<file path="src/rtl/isqrt_share_arbiter.sv">
// isqrt_share_arbiter
//   Shares one fixed-latency inverse-square-root pipeline between N requesters.
//   The arbiter picks requesters round-robin and issues at most one operand per cycle.
//   A tag shift register, matched to the pipeline latency, carries the requester id
//   so that each result is routed back to the requester that issued it.
//   Per-requester credit counters limit how many operations each requester has in flight.
//
// Ports
//   clk, rst           clock; synchronous active-high reset
//   req_valid[N]       per-requester operand valid
//   req_data[32N]      operands; requester i uses bits [32i+31:32i]
//   req_ready[N]       one-hot grant (combinational)
//   res_valid[N]       one-hot result strobe to the originating requester
//   res_data[32]       result, shared by all requesters
//   pipe_a[32]         operand to the pipeline
//   pipe_new_data      operand strobe to the pipeline
//   pipe_r[32]         pipeline result
//   pipe_output_valid  pipeline result strobe
//   err_sync           sticky flag: pipeline strobe disagrees with the tag pipe
module isqrt_share_arbiter #(
  parameter int unsigned N       = 4,
  parameter int unsigned LAT     = 30,
  parameter int unsigned MAX_OUT = 4
) (
  input  logic              clk,
  input  logic              rst,
  input  logic [N-1:0]      req_valid,
  input  logic [32*N-1:0]   req_data,
  output logic [N-1:0]      req_ready,
  output logic [N-1:0]      res_valid,
  output logic [31:0]       res_data,
  output logic [31:0]       pipe_a,
  output logic              pipe_new_data,
  input  logic [31:0]       pipe_r,
  input  logic              pipe_output_valid,
  output logic              err_sync
);

  localparam int unsigned IdW    = (N > 1) ? $clog2(N) : 1;
  localparam int unsigned CntW   = $clog2(MAX_OUT + 1);
  localparam int unsigned BlankW = $clog2(LAT + 2);

  logic [IdW-1:0]            ptr_q;
  logic [IdW-1:0]            issue_id_q;
  logic [N-1:0][CntW-1:0]    cnt_q, cnt_d;
  logic [LAT-1:0]            tag_vld_q;
  logic [LAT-1:0][IdW-1:0]   tag_id_q;
  logic [BlankW-1:0]         blank_q;

  logic [N-1:0]              elig;
  logic                      grant_any;
  logic [IdW-1:0]            grant_id;
  logic                      tag_out_vld;
  logic [IdW-1:0]            tag_out_id;
  logic                      ret_fire;

  always_comb begin
    for (int i = 0; i < N; i++) begin
      elig[i] = req_valid[i] && (cnt_q[i] < CntW'(MAX_OUT));
    end
  end

  // Round-robin search starting just after the last granted requester.
  always_comb begin
    int unsigned idx;
    req_ready = '0;
    grant_any = 1'b0;
    grant_id  = '0;
    for (int k = 1; k <= N; k++) begin
      idx = (int'(ptr_q) + k) % N;
      if (!grant_any && elig[idx]) begin
        grant_any      = 1'b1;
        grant_id       = IdW'(idx);
        req_ready[idx] = 1'b1;
      end
    end
  end

  // The last tag stage lines up with pipe_output_valid for the same operand.
  assign tag_out_vld = tag_vld_q[LAT-1];
  assign tag_out_id  = tag_id_q[LAT-1];
  assign ret_fire    = pipe_output_valid && tag_out_vld;

  // Accept and return on the same requester cancel out.
  always_comb begin
    cnt_d = cnt_q;
    for (int i = 0; i < N; i++) begin
      unique case ({req_ready[i], res_valid[i]})
        2'b10:   cnt_d[i] = cnt_q[i] + CntW'(1);
        2'b01:   cnt_d[i] = cnt_q[i] - CntW'(1);
        default: cnt_d[i] = cnt_q[i];
      endcase
    end
  end

  always_ff @(posedge clk) begin
    if (rst) begin
      ptr_q         <= IdW'(N - 1);
      issue_id_q    <= '0;
      pipe_a        <= '0;
      pipe_new_data <= 1'b0;
      cnt_q         <= '0;
      tag_vld_q     <= '0;
      tag_id_q      <= '0;
      res_valid     <= '0;
      res_data      <= '0;
      err_sync      <= 1'b0;
      blank_q       <= BlankW'(LAT + 1);
    end else begin
      cnt_q         <= cnt_d;
      pipe_new_data <= grant_any;
      if (grant_any) begin
        ptr_q      <= grant_id;
        issue_id_q <= grant_id;
        pipe_a     <= req_data[32*grant_id +: 32];
      end

      tag_vld_q <= {tag_vld_q[LAT-2:0], pipe_new_data};
      tag_id_q  <= {tag_id_q[LAT-2:0], issue_id_q};

      if (ret_fire) begin
        res_valid <= N'(1) << tag_out_id;
        res_data  <= pipe_r;
      end else begin
        res_valid <= '0;
      end

      // Results from operations issued before reset emerge untagged during the
      // blanking window; they must not count as a sync error.
      if (blank_q != '0) begin
        blank_q <= blank_q - BlankW'(1);
      end else if (pipe_output_valid != tag_out_vld) begin
        err_sync <= 1'b1;
      end
    end
  end

endmodule

</file>
<file path="config.mk">
export PLATFORM = sky130hd
export DESIGN_NAME = isqrt_share_arbiter
export DESIGN_NICKNAME = d
export VERILOG_FILES = /design/src/rtl/isqrt_share_arbiter.sv
export SDC_FILE = /design/constraint.sdc
export NUM_CORES = 1
export LEC_CHECK = 0
export ABC_AREA = 0
export BUFFER_PORTS_ARGS = -buffer_cell sky130_fd_sc_hd__buf_2
export CORE_ASPECT_RATIO = 1.75
export CORE_MARGIN = 3
export CORE_UTILIZATION = 47
export CTS_BUF_LIST = sky130_fd_sc_hd__clkbuf_4
export DETAILED_ROUTE_END_ITERATION = 10
export GPL_TIMING_DRIVEN = 1
export PLACE_DENSITY = 0.8
export SYNTH_ARGS = -nofsm -noshare
export SYNTH_HDL_FRONTEND = slang
export SYNTH_SLANG_ARGS = --single-unit
</file>
<file path="constraint.sdc">
create_clock -name clk -period 3.52 [get_ports clk]
set_input_delay 0.88 -clock clk [delete_from_list [all_inputs] [get_ports clk]]
set_output_delay 0.88 -clock clk [all_outputs]
set_load 0.02 [all_outputs]
</file>
# Word level (Yosys, flattened, before mapping)
# Cells that the tools add are included.
dict set report word_totals {
  input_bits 167
  reg_bits 181
  out_inout_bits 74
}
dict set report classes {
  n_mux 32
  add_sub_neg 13
  n_shift 2
  n_bitwise 5
  eq_ne 9
  n_reduce_logical 22
  order_cmp 12
}
# operator count
set ops {}
lappend ops {{128-bit by 8-bit variable part select with 32-bit output} 1}
lappend ops {{3-bit one-hot mux with 2 select lines} 4}
lappend ops {{4-bit 2-to-1 mux} 4}
lappend ops {{3-bit by 1-bit adder with 3-bit output (second input constant)} 4}
lappend ops {{1-bit logical AND} 12}
lappend ops {{2-bit by 3-bit < comparator with 1-bit output (second input constant)} 4}
lappend ops {{3-bit < comparator (second input constant)} 4}
lappend ops {{1-bit 2-to-1 mux} 12}
lappend ops {{4-bit OR} 3}
lappend ops {{3-bit by 1-bit subtractor with 3-bit output (second input constant)} 4}
lappend ops {{1-bit binary-select mux with 2-bit select} 4}
lappend ops {{1-bit demux with 2-bit select} 4}
lappend ops {{2-bit by 1-bit == test with 1-bit output (second input constant)} 4}
lappend ops {{2-bit == test (second input constant)} 4}
lappend ops {{2-bit by 1-bit greater-or-equal comparator with 1-bit output (second input constant)} 4}
lappend ops {{2-bit 2-to-1 mux} 4}
lappend ops {{2-bit nonzero test} 4}
lappend ops {{5-bit nonzero test} 1}
lappend ops {{5-bit by 1-bit subtractor with 5-bit output (second input constant)} 1}
lappend ops {{2-bit by 1-bit adder with 2-bit output (second input constant)} 2}
lappend ops {{2-bit adder (second input constant)} 2}
lappend ops {{1-bit by 2-bit << shifter with 4-bit output (first input constant)} 1}
lappend ops {{1-bit zero test} 3}
lappend ops {{1-bit NOT} 2}
lappend ops {{3 further kinds} 3}

# Depth between registers and ports, before layout
# Gate-level depths: netlist of the first run.
dict set report logic_depth {
  word_depth 16
  mapped_depth 16
  mapped_depth_nobuf 14
}

# Worst setup path before layout of the first run
# OpenSTA, ideal clock, no wires.
dict set report synth_timing {
  kind {register to register}
  startpoint {register ptr_q[0]}
  endpoint {register cnt_q[11] in the netlist's numbering}
  arrival_time_ns 3.381
  path_stages_with_launch 17
  setup_time_ns 0.070
  required_ns 3.450
  path_slack_ns 0.069
  cell_sequence {dfxtp_1 > buf_2 > inv_2 > ha_1 > clkbuf_2 > nand3b_1 > o21a_1 > and2_1 > a21oi_1 > o21ai_0 > a221oi_1 > ha_1 > inv_1 > fa_1 > xor2_1 > or3_1 > a21oi_1}
}
dict set report synth_between {
  elab_chain_len 15
}
# item line
set synth_rtl {}
lappend synth_rtl {{start, declared} 43} ;# logic [IdW-1:0] ptr_q;
lappend synth_rtl {{start signal, assigned} 98} ;# ptr_q <= IdW'(N - 1);
lappend synth_rtl {{start signal, assigned} 113} ;# ptr_q <= grant_id;
lappend synth_rtl {{branches (longest 12 deep; another with 2-bit by 3-bit < comparator with 1-bit output)} --}
lappend synth_rtl {{4-bit 2-to-1 mux *} 71} ;# if (!grant_any && elig[idx]) begin
lappend synth_rtl {{2-bit by 1-bit == test with 1-bit output / 2-bit == test (equally long branches)} 88} ;# unique case ({req_ready[i], res_valid[i]})
lappend synth_rtl {{3-bit one-hot mux with 2 select lines / 2-bit nonzero test (equally long branches)} --}
lappend synth_rtl {{end signal, assigned} 110} ;# cnt_q <= cnt_d;
lappend synth_rtl {{end, declared} 45} ;# logic [N-1:0][CntW-1:0] cnt_q, cnt_d;
# Every way passes the cells marked *. The select of a mux whose other input is x is not followed.
# A chain may end at the register's enable or synchronous reset.

# Final worst setup path of the first run
dict set report layout_timing {
  startpoint {register ptr_q[0]}
  endpoint {output port req_ready[0]}
}
dict set report layout_between {
  elab_chain_len 13
}
# item line
set layout_rtl {}
lappend layout_rtl {{branches (longest 12 deep; another with 2-bit by 3-bit < comparator with 1-bit output)} --}
lappend layout_rtl {{4-bit 2-to-1 mux *} 71}
lappend layout_rtl {{end, declared} 29} ;# output logic [N-1:0] req_ready,
# Marks and branches as above.

==> reports/qor.txt, run 1 <==
initial core utilization: 48.5%
FF-to-FF setup slack: 0.29 ns
Max Cap Violations: 0
Worst R2R Path Depth: 15
RR Endpoint: cnt_q[2]$_SDFFE_PP0P_
worst setup margin: 0.102 ns
outcome: complete, no violations
GRT Residual Overflow: 0
Final #Nets: 1179
Final Skew: 0.0318 ns
Rows: 59
area leader, netlist: dfxtp_1
Mapped Cells: 753
initial antenna violation count: 1
multi-input logic area: 0.00332 sq mm
Util after Layout: 61.4%
Yosys Warn Count: 0
CTS Buf Count: 17
syn_nets: 937
vias: 6169
fraction of the mapped netlist area in adder cells: 3.34%
Pwr Density: 583 mW/mm^2
CTS HTree Levels: 4
XOR/XNOR Fraction of Synth Area: 1.33%
CP arrival: 2.54 ns
Top FF cell, synth: dfxtp_1
crit start category: flop
f_max: 293 MHz
Area contributors post-synth: dfxtp_1 (50%), mux2i_1 (9.5%), nor2b_1 (8.2%)
Area Growth Syn to Fin: 26.6%
CTS tree: yes
minimum clock period: 3.42 ns
Avg WL per Cell: 14.9 um
Routed WL: 17.8 mm
Final Setup Violations: 0
CP Max Fanout: 7
DRT iter0 DRCs: 209
hold_buf cts: 0
Hold Path Class: reg2reg
port buffer count: 240
Vias/cell: 5.17
clk slew on worst S/H paths: 0.16 ns
syn_area_per_cell: 9.65 sq um
largest family of logic cells by synthesized area: simple AND/OR/NAND/NOR gates
largest net degree at the start of global routing: 78
last element of the critical path: req_ready[0]
Worst-Margin Slew: 0.980 ns
#FFs+latches synth: 181
hold slack: 0.451 ns
total clock sinks: 181
mapped cell area: 0.00727 sq mm
Register Area: 0.00363 sq mm
DR DRC count: 0
CP required: 2.64 ns
Max Root-Sink Buffers: 2
Top Ports: 241
die area: 0.0170 sq mm
number of flops mapped to enable cells by yosys: 0
Yosys cell types: 50
Final Hold Viols: 0
core region area: 0.0150 sq mm
CTS root buf: clkbuf_4
dpl hpwl: 13.2 mm
Die Ht: 170 um
share of layout cells above drive strength 1: 33.2%
unrepaired setup endpoints after global routing: yes
final period utilization: 97.1%
Die Span X: 100 um
Slew headroom: 34.7%
number of global-route vias before repair: 6221
kind of critical path: reg2out
register area share after synthesis: 49.9%
Skew-Pair Late Insertion Delay: 0.54 ns
final slew viol count: 0
Total GRT Usage: 20.8%
gpl congestion: 0.886
worst r2r src: ptr_q[0]$_SDFFE_PP1P_
Hold Path Origin: tag_id_q[35]$_SDFF_PP0_
Setup crit start: ptr_q[0]$_SDFFE_PP1P_
Post-Synth Simple-Gate Area: 19.1%
leakage power: 4.16 nW
Final ANT Viol Nets: 0
FILL cells: 1313
crit path capture type: primary output
maximum vdd drop: 314 uV
mux contribution to synthesized area: 9.51%
first-pass GRT wire length: 28.3 mm
Setup Slack @ Placement: -0.0815 ns
Yosys top cell area share: 49.9%
first drt pass iteration count: 4
Synth Area in Compound Gates: 11.1%
post-synthesis async set-or-reset flop share: 0%
## cells in the final DEF, fill, tap and decap left out, drive strengths merged, types with 21 or more instances in the layout
master / synthesis / layout
buf: 18 / 276
dfxtp: 181 / 181
nor2b: 95 / 95
mux2i: 69 / 69
nor2: 62 / 62
inv: 46 / 54
nand2: 36 / 36
nor4: 28 / 28
o211ai: 25 / 25
a21oi: 23 / 23
o21ai: 23 / 23
a31oi: 21 / 21
## cells in the mapped netlist (all sizes together) (8+ instances only)
master / count
dfxtp: 181
nor2b: 95
mux2i: 69
nor2: 62
inv: 46
nand2: 36
clkbuf: 35
nor4: 28
o211ai: 25
a21oi: 23
o21ai: 23
a31oi: 21
buf: 18
ha: 13
a211oi: 8
xor2: 8
## through the flow
stage,cells,setup TNS [ns],area (sq um),power [mW]
after floorplan,753,0,7270,3.48
after global placement,1152,0,8700,3.99
final,1194,0,9200,5.36
after detailed placement,1152,-0.180,8700,4.02
after global routing,1192,-0.129,9190,5.65
after CTS,1187,0,9090,5.33
## worst max-delay path, stage by stage, from the launching register on
cell	delay (ns)
dfxtp_4	0.41
inv_8	0.04
ha_4	0.30
nand3b_1	0.13
o21a_1	0.16
and2_4	0.17
a21oi_4	0.20
o21ai_2	0.08
a221oi_2	0.27
inv_1	0.09
buf_6	0.14
## layer usage
metal  global-route usage (%)  wire length [um]
met5                        0                 0
met3                     5.78              1350
met4                     10.4               669
met2                     39.6              9460
met1                     20.0              6280
## final cells by class
type / instances / share of cell area (%)
multi-input cells: 473 / 36.1
inverters: 46 / 1.99
clock inverters: 15 / 2.22
diodes: 3 / 0.0816
well taps: 183 / 2.49
clock buffers: 17 / 1.39
flip-flops and latches: 181 / 39.5
repair buffers: 276 / 16.3
## logic make-up after synthesis
family,count (synthesis)
adders and majority gates,17
AOI/OAI and AO/OA,119
xor gates and xnor gates,11
muxes,69
DFF,181
and+or+nand+nor,257
buffers and inverters,99
## registers in the layout, indices dropped and copies added (netlist names)
name,cells
err_sync,1
res_valid,4
pipe_new_data,1
tag_out_id,2
tag_vld_q,30
blank_q,5
cnt_q,12
tag_id_q,58
ptr_q,2
pipe_a,32
res_data,32
issue_id_q,2
## power breakdown
part           leakage (nW)  internal (mW)  switching (mW)
clock network         0.176          0.468           0.780
logic                  2.51          0.720            1.06
registers              1.47           2.24          0.0993
## how the worst min path moves through the flow
stage,slack [ns],cells after the start,endpoint
2_1_floorplan,0.41,1,tag_id_q[10]$_SDFF_PP0_
3_3_place_gp,0.42,1,tag_id_q[13]$_SDFF_PP0_
3_5_place_dp,0.42,1,tag_vld_q[17]$_SDFF_PP0_
4_1_cts,0.45,1,tag_id_q[9]$_SDFF_PP0_
5_1_grt,0.46,1,tag_vld_q[22]$_SDFF_PP0_
6_report,0.45,1,tag_id_q[37]$_SDFF_PP0_
## what timing repair did
action	4_1_cts	5_1_grt
pin swaps	2	4
gates cloned	0	0
setup endpoints to repair	4	4
buffers inserted	4	5
resized for setup	9	22
hold endpoints to repair	0	0
(Power assumes the default switching activity.)
==> run 2: changes to the inputs <==
RECOVER_POWER = 50   (was unset)
==> run 2 against run 1 <==
Sequential share of layout area is 0.065 points higher; combinational power is essentially flat; power is essentially flat; wire length barely moved; via count decreased by 0.55%; largest cell class unchanged.
==> reports/qor.txt, run 2 (synthesis results as in run 1) <==
worst r2r src: ptr_q[0]$_SDFFE_PP1P_
Final #Nets: 1179 (unchanged)
first drt pass iteration count: 4 (unchanged)
CP required: 2.64 ns (about the same)
Routed WL: 17.7 mm (about the same)
CP cell instances: inv_8, ha_4, nand3b_1, o21a_1, and2_4, a21oi_4, o21ai_2, a221oi_2, inv_1, buf_6
Max Cap Violations: 0 (unchanged)
total clock sinks: 181 (unchanged)
final period utilization: 97.8% (+0.68 points)
internal power: 3.42 mW (about the same)
kind of critical path: reg2out
CP arrival: 2.56 ns (+0.02 ns)
minimum clock period: 3.44 ns (+0.0239 ns)
outcome: complete, no violations
initial antenna violation count: 1 (unchanged)
Vias/cell: 5.14 (-0.55%)
Net Sw Frac: 36.2% (about the same)
FF-to-FF setup slack: 0.25 ns (-0.04 ns)
Die Span X: 100 um (unchanged)
commonest non-fill, non-tap cell in the layout: buf_2
CTS root buf: clkbuf_4
largest net degree at the start of global routing: 78 (unchanged)
vias: 6135 (-0.55%)
Setup TNS: 0 ns (unchanged)
RR Endpoint: cnt_q[2]$_SDFFE_PP0P_
Die Ht: 170 um (unchanged)
largest reg by FF count: tag_id_q
Area Growth Syn to Fin: 26.3%
NetSw: 1.94 mW (+0.11%)
GRT Residual Overflow: 0 (unchanged)
Slew headroom: 6.46% (-28 points)
Combinational Power Share: 33.2% (about the same)
CTS HTree Levels: 4 (unchanged)
maximum vdd drop: 315 uV (+0.17%)
DRT iter0 DRCs: 200 (-4.3%)
most frequent cells in the layout: buf_2 (237), dfxtp_1 (179), nor2b_1 (95)
Total GRT Usage: 20.8% (unchanged)
DR DRC count: 0 (unchanged)
crit path capture type: primary output
Final ANT Viol Nets: 0 (unchanged)
crit start category: flop
Final Setup Violations: 0 (unchanged)
slowest stage delay, CP: 0.41 ns (about the same)
Worst R2R Path Depth: 15 (unchanged)
CTS Buf Count: 17 (unchanged)
gpl congestion: 0.886 (unchanged)
Final Skew: 0.0356 ns (+0.00375 ns)
Crit-path slowest cell: dfxtp_4
Util after Layout: 61.3% (-0.10 points)
leakage power: 4.15 nW (-0.13%)
CTS tree: yes
port buffer count: 240 (unchanged)
initial core utilization: 48.5% (unchanged)
clk slew on worst S/H paths: 0.17 ns (about the same)
Clock power frac: 23.3% (about the same)
Hold Path Class: reg2reg
die area: 0.0170 sq mm (unchanged)
Rows: 59 (unchanged)
core region area: 0.0150 sq mm (unchanged)
CP Max Fanout: 7 (unchanged)
hold_buf cts: 0 (unchanged)
delay-heaviest family, CP: compound AO/OA/AOI/OAI gates
unrepaired setup endpoints after global routing: yes
Skew-Pair Late Insertion Delay: 0.55 ns (about the same)
Pwr Density: 584 mW/mm^2 (+0.18%)
share of layout cells above drive strength 1: 33.0% (-0.20 points)
first-pass GRT wire length: 28.3 mm (unchanged)
number of global-route vias before repair: 6221 (unchanged)
max FFs per register: 58 (unchanged)
Worst-Margin Slew: 1.40 ns (+0.423 ns)
Top Ports: 241 (unchanged)
FILL cells: 1314 (+0.076%)
total power draw: 5.36 mW (about the same)
dpl hpwl: 13.2 mm (unchanged)
Hold Path Origin: tag_id_q[35]$_SDFF_PP0_
worst path buffer plus inverter count: 3 (unchanged)
Hold EP: tag_id_q[37]$_SDFF_PP0_
final slew viol count: 0 (unchanged)
Flop pwr share: 43.5% (about the same)
f_max: 291 MHz (-0.70%)
top flop regs: tag_id_q x58, pipe_a x32, res_data x32
Avg WL per Cell: 14.9 um (about the same)
hold path depth: 1 (unchanged)
Final Hold Viols: 0 (unchanged)
Max Root-Sink Buffers: 2 (unchanged)
==> run 2: changes by cell type in the layout (fill, tap and decap cells not counted) <==
cell	delta
clkbuf_1	+1
buf_4	-3
nor4_2	-1
clkbuf_2	+2
nor4_1	+1
==> run 2: final cells by class <==
type,count,area [sq um],share of cell area (%)
clock inverters,15,204,2.22
inverters,46,183,1.99
clock buffers,17,128,1.39
multi-input cells,473,3310,36.1
flip-flops and latches,181,3630,39.5
well taps,183,229,2.49
diodes,3,7.51,0.0818
repair buffers,276,1490,16.2
==> run 2: worst register-to-register path, stage by stage, from the launching register on <==
cell and delay [ns]:
dfxtp_4 0.41, inv_8 0.04, ha_4 0.30, nand3b_1 0.13, o21a_1 0.15, and2_4 0.17, a21oi_4 0.21, o21ai_2 0.09
a221oi_2 0.28, buf_4 0.17, ha_1 0.17, inv_1 0.06, fa_1 0.38, xor2_1 0.16, or3_1 0.30, a21oi_1 0.15
==> run 2: through the flow <==
step                std cells  setup WS (ns)  instance area (sq um)  hold WS (ns)
detailed placement       1152        -0.0815                   8700         0.423
finish                   1194         0.0777                   9180         0.449
CTS                      1187        0.00423                   9090         0.451
global placement         1152         0.0322                   8700         0.420
floorplan                 753         0.0691                   7270         0.414
global route             1192        -0.0418                   9180         0.464
==> run 2: power by group through the flow <==
| stage | clock network [mW] | logic (mW) | registers (mW) |
|---|---|---|---|
| 2_1_floorplan | 0 | 0.955 | 2.53 |
| 3_3_place_gp | 0 | 1.63 | 2.36 |
| 3_5_place_dp | 0 | 1.65 | 2.37 |
| 4_1_cts | 1.30 | 1.70 | 2.33 |
| 5_1_grt | 1.37 | 1.92 | 2.36 |
| 6_report | 1.25 | 1.78 | 2.33 |
==> run 2: worst max-delay path by stage <==
| stage | slack (ns) | startpoint | cells past startpoint | to |
|---|---|---|---|---|
| final | 0.08 | ptr_q[0]$_SDFFE_PP1P_ | 10 | req_ready[0] |
| after global routing | -0.04 | ptr_q[0]$_SDFFE_PP1P_ | 10 | req_ready[0] |
| after CTS | 0.004 | ptr_q[0]$_SDFFE_PP1P_ | 11 | req_ready[2] |
| after detailed placement | -0.08 | req_valid[1] | 13 | cnt_q[2]$_SDFFE_PP0P_ |
| after global placement | 0.03 | req_valid[1] | 13 | cnt_q[2]$_SDFFE_PP0P_ |
| after floorplan | 0.07 | ptr_q[0]$_SDFFE_PP1P_ | 16 | cnt_q[11]$_SDFFE_PP0P_ |
==> run 2: repair_timing <==
action / 4_1_cts / 5_1_grt
pin swaps: 2 / 4
gates cloned: 0 / 0
setup endpoints to repair: 4 / 4
setup buffers: 4 / 5
resized for setup: 9 / 22
==> run 2: per-layer routing <==
metal	vias up	wire length, um	GRT usage (%)
met5	-	0	0
met4	0	646	10.4
met3	39	1300	5.78
met2	243	9460	39.6
met1	2804	6340	20.0
li1	3049	-	-
